==> src/rtl/signed_to_digits.sv <==
// Signed binary to 7-segment display codes via double dabble,
// with leading-zero blanking and a floating minus sign.
module signed_to_digits #(
  parameter int WIDTH  = 8,
  parameter int DIGITS = 3
) (
  input  logic                  clk,
  input  logic                  reset,
  input  logic                  start,
  input  logic [WIDTH-1:0]      value,
  output logic                  busy,
  output logic                  done,
  output logic [4*DIGITS+3:0]   digits
);

  localparam int CW = $clog2(WIDTH + 1);
  localparam logic [3:0] BLANK = 4'hA;
  localparam logic [3:0] MINUS = 4'hF;

  typedef enum logic [1:0] {
    IDLE,
    CONV,
    FORMAT
  } state_t;

  state_t                state;
  logic                  sign;
  logic [WIDTH-1:0]      mag;
  logic [4*DIGITS-1:0]   bcd;
  logic [CW-1:0]         cnt;
  logic [4*DIGITS-1:0]   adj;
  logic [4*DIGITS+3:0]   fmt;
  int                    m;

  always_comb begin
    adj = bcd;
    for (int i = 0; i < DIGITS; i++) begin
      if (bcd[4*i +: 4] >= 4'd5)
        adj[4*i +: 4] = bcd[4*i +: 4] + 4'd3;
    end
  end

  // m is the top nonzero digit; zero keeps m = 0 so a single 0 shows
  always_comb begin
    m = 0;
    for (int i = 0; i < DIGITS; i++) begin
      if (bcd[4*i +: 4] != 4'd0)
        m = i;
    end
    fmt = {(DIGITS+1){BLANK}};
    for (int i = 0; i <= DIGITS; i++) begin
      if (i < DIGITS && i <= m)
        fmt[4*i +: 4] = bcd[4*i +: 4];
      else if (sign && i == m + 1)
        fmt[4*i +: 4] = MINUS;
    end
  end

  always_ff @(posedge clk or posedge reset) begin
    if (reset) begin
      state  <= IDLE;
      sign   <= 1'b0;
      mag    <= '0;
      bcd    <= '0;
      cnt    <= '0;
      busy   <= 1'b0;
      done   <= 1'b0;
      digits <= {(DIGITS+1){BLANK}};
    end else begin
      done <= 1'b0;
      unique case (state)
        IDLE: begin
          if (start) begin
            sign  <= value[WIDTH-1];
            mag   <= value[WIDTH-1] ? (~value + 1'b1) : value;
            bcd   <= '0;
            cnt   <= '0;
            busy  <= 1'b1;
            state <= CONV;
          end
        end
        CONV: begin
          bcd <= {adj[4*DIGITS-2:0], mag[WIDTH-1]};
          mag <= {mag[WIDTH-2:0], 1'b0};
          cnt <= cnt + 1'b1;
          if (cnt == CW'(WIDTH - 1))
            state <= FORMAT;
        end
        FORMAT: begin
          digits <= fmt;
          done   <= 1'b1;
          busy   <= 1'b0;
          state  <= IDLE;
        end
        default: state <= IDLE;
      endcase
    end
  end

endmodule
==> config.mk <==
export PLATFORM = sky130hd
export DESIGN_NAME = signed_to_digits
export DESIGN_NICKNAME = d
export VERILOG_FILES = /design/src/rtl/signed_to_digits.sv
export SDC_FILE = /design/constraint.sdc
export NUM_CORES = 1
export LEC_CHECK = 0
export CORE_ASPECT_RATIO = 1.1
export CORE_MARGIN = 2
export CORE_UTILIZATION = 48
export DETAILED_ROUTE_END_ITERATION = 6
export PLACE_DENSITY = 0.68
export SYNTH_ARGS = -nofsm -noshare
export SYNTH_HDL_FRONTEND = slang
export SYNTH_SLANG_ARGS = --single-unit
==> constraint.sdc <==
create_clock -name clk -period 3.2 [get_ports clk]
set_input_delay 0.32 -clock clk [delete_from_list [all_inputs] [get_ports clk]]
set_output_delay 0.32 -clock clk [all_outputs]
set_load 0.05 [all_outputs]
==> results.txt <==
The logs give 25 for the number of cell rows and 2.55 mW for the total power. Type of the most critical hold path: reg2reg. The clock network is responsible for 13.7% of the overall power. Counting flops and latches in the post-synthesis netlist gives 42. Ratio of cells with drive above 1 in the final layout: 9.66%. Setup slack on the worst reg-to-reg path comes out at 1490 ps. The run finished with clean final reports. Summed over all failing endpoints, the final setup total negative slack is 0 ps. Counting flops with a built-in enable in the synthesized netlist gives 0. At the pin with the least slew margin, the transition time is 725 ps. The logs give 49.8% for the starting density of the core and 1.09 nW for the leakage power of the design. The number of antenna violations at the first check in global routing was 0; the required time of the critical path was 2880 ps.

The cell taking the most area after synthesis is dfrtp_1. The total buffers and inverters traversed by the critical path works out to 1. The floorplan step defined a die boundary enclosing 4990 um2. Global routing consumed, over all layers together, 17.5% of the routing resources.

The count of nets left with antenna violations once routing finished came out at 0. For the switching component of the power, the log shows 1.11 mW. The worst setup path is launched from a flop. Synthesis produced 215 cells. TritonCTS built the clock tree.

Setup violations remaining at the end of the flow were counted as 0. Using the TritonRoute via totals, the vias-per-cell ratio works out to 5.44. Setup repair after global routing left no endpoint under its margin.

The number of warnings issued by yosys was 0; the horizontal die dimension was 67.6 um. The count of buffers added on input and output ports is 26. TritonCTS created 5 clock buffers. The signal on the critical path passes through clkdlybuf4s50_1. The first global-routing pass estimated 6600 um of wire. The clock passes through at most 2 buffers. The count of distinct cell types in the synthesized netlist was 45. The worst voltage drop across the vdd grid is 0.381 mV. Antenna diode count: 0. The total overflow left after global routing is 0.

Entering global routing, the biggest net connects 43 pins. The max-slew violation count was 0. The library cell used most frequently in the layout, excluding fill and tap cells, is dfrtp_1. The worst setup path is of the reg2out kind.

The endpoint identified for the worst register-to-register timing path is digits[4]. The total internal power was 1.44 mW; the worst clock skew was 6.64 ps. The worst hold path cell count works out to 2.

29 I/O pins were placed. Clock-pin slew was measured on the worst setup and hold paths at 80 ps. In this design, the stage delay of the slowest critical-path cell is 790 ps. The worst slew margin relative to its limit was 51.7%; the proportion of synthesized flip-flops having asynchronous set or reset was 100%. The tree is rooted in a clkbuf_8.

The tools report the number of endpoints with negative hold slack in the final report as 0. For the level count of the clock H-tree, the log shows 2. In this run the critical register-to-register path is launched from bcd[8]. The share of total power dissipated in sequential elements is 37.4%.

The first detailed-routing pass took 4 iterations. Summed instance area of the synthesized netlist: 2130 um2. The run gives 0 as the number of resized instances in the post-cts repair step. The layout overhead on the synthesized area is 16.7%. The clock reaches the later pin of the worst-skew pair after 290 ps. The via count of the first global-routing pass is 1422, and the worst-case reg-to-reg path depth is 6. The minimum clock period was 1930 ps; the final period utilization was 60.4%. Along the worst path, the maximum fanout reaches 2. Yosys attributes the largest share of cell area to dfrtp_1 42%, dfstp_2 7.4%, nand2_1 6.0%, ha_1 5.9%, o21ai_1 4.2%. The tools report the count of fill cells added during filler insertion as 392. The layout net count was 258; the proportion of total power due to net switching was 43.6%.

The path with the worst hold slack has its endpoint at digits[7]. Cell class contributing the biggest share of worst-path delay: buffers and inverters. The origin of the worst min-delay path was digits[7]. The initial DRC count was 82; the synthesized area divided by synthesized cell count was 9.92 um2. The achievable clock frequency is 0.517 GHz.

STA classifies the critical path endpoint as an output port. The final worst hold slack came out at 453 ps. In the layout the commonest cells are 36 x dfrtp_1, 34 x nand2_1, 26 x clkdlybuf4s50_1, 18 x o21ai_1. Dividing total power by cell area gives a power density of 1020 nW/um2. The top cell type by area accounts for 42.2% of the synthesized area. Area of the core: 4290 um2.

For this design, the slowest cell found on the critical path is clkdlybuf4s50_1. For this block, the routed nets add up to 3750 um of wire. For this run, the leading register cell type out of synthesis is dfrtp_1. The clock drives 42 sinks. Buffers added to address setup during post-CTS repair amount to 0.

At the end of routability-driven placement, the weighted congestion stood at 0.751. From bottom edge to top edge, the die measures 73.9 um. The tool flagged a number of max-cap violations equal to 0. In the final routed layout, each cell accounts on average for 12.8 um. Sequential cells were found to cover 49.6% of the synthesized design area. Once detailed placement completed, the half-perimeter wirelength came to 2680 um. For the worst setup path, the data arrival time is 1610 ps.

The final routed DRC violation total was 0. The run gives 1588 as the total via count in the routed design. The tools report the count of hold buffers inserted by post-cts repair as 0. The share of total power dissipated in combinational logic is 48.9%.
layout make-up:
cell class                 count  area, um2  area share (%)
multi-input combinational    151        967            38.8
sequential                    42       1060            42.5
clock buffer                   7       86.3            3.47
inverter                      10       37.5            1.51
tap                           54       67.6            2.71
timing repair buffer          27        268            10.8
clock inverter                 1       5.00           0.201
power groups by stage:
stage          logic [mW]  registers [mW]  clock network, mW
2_1_floorplan       0.692            1.22                  0
3_3_place_gp         1.24           0.962                  0
3_5_place_dp         1.26           0.967                  0
4_1_cts              1.26           0.957              0.363
5_1_grt              1.38           0.989              0.380
6_report             1.25           0.955              0.349
worst min-delay path, stage by stage, from the launching register on:
cell,delay (ps)
dfstp_2,370
nand2_1,50
nand2_1,40
routing by layer:
metal | up-vias | wire, um | part of all wire (%) | global-route usage [%]
li1 | 795 | - | - | -
met1 | 740 | 1650 | 44 | 22.6
met2 | 48 | 1840 | 49 | 28.3
met3 | 5 | 200 | 5.3 | 3.83
met4 | 0 | 63 | 1.7 | 7.03
met5 | - | 0 | 0 | 0
cell usage after synthesis (2+ instances only):
library cell,count
nand2b_1,6
buf_2,8
xnor2_1,5
o31ai_1,4
o22ai_1,7
xor2_1,3
or3b_4,2
dfrtp_1,36
o21ai_0,4
o311ai_1,3
a21oi_1,10
a22oi_1,2
ha_1,10
a32o_1,3
mux2i_1,2
nor2_1,6
nor3b_1,5
inv_1,9
nand3_1,6
buf_4,4
nand2_1,34
dfstp_2,6
o21ai_1,18
through the flow:
| stage | utilization [%] | instances | instance area, um2 | worst slack (ps) |
|---|---|---|---|---|
| after floorplan | - | 216 | 2140 | 1650 |
| after global placement | 56.0 | 284 | 2400 | 1230 |
| after detailed placement | 56.0 | 284 | 2400 | 1240 |
| after CTS | 58.1 | 292 | 2490 | 1250 |
| after global routing | 58.1 | 292 | 2490 | 1230 |
| final | 58.1 | 292 | 2490 | 1270 |
sequential cells by signal, summed over array words and instances (netlist names):
signal  flops
sign        1
bcd        12
state       2
done        1
cnt         4
mag         8
busy        1
digits     13
logic make-up (layout without fill, tap and decap cells):
group           after synthesis  after routing  share of synthesized area (%)
other cells                   1              2                          0.176
compound gates               58             58                           17.2
mux                           2              2                          0.938
buf+inv                      23             45                           5.22
xor+xnor                      8              8                           3.28
flops                        42             42                           49.6
simple gates                 71             71                           17.7
fa+ha+maj                    10             10                           5.87
worst max-delay path by stage:
stage	slack, ps	start	to	depth (start not counted)
floorplan	1650	bcd[8]	digits[4]	6
global placement	1230	start	bcd[7]	5
detailed placement	1240	start	bcd[3]	5
CTS	1250	digits[3]	digits[3]	1
global route	1230	digits[9]	digits[9]	1
finish	1270	digits[3]	digits[3]	1
(Power assumes the default switching activity.)
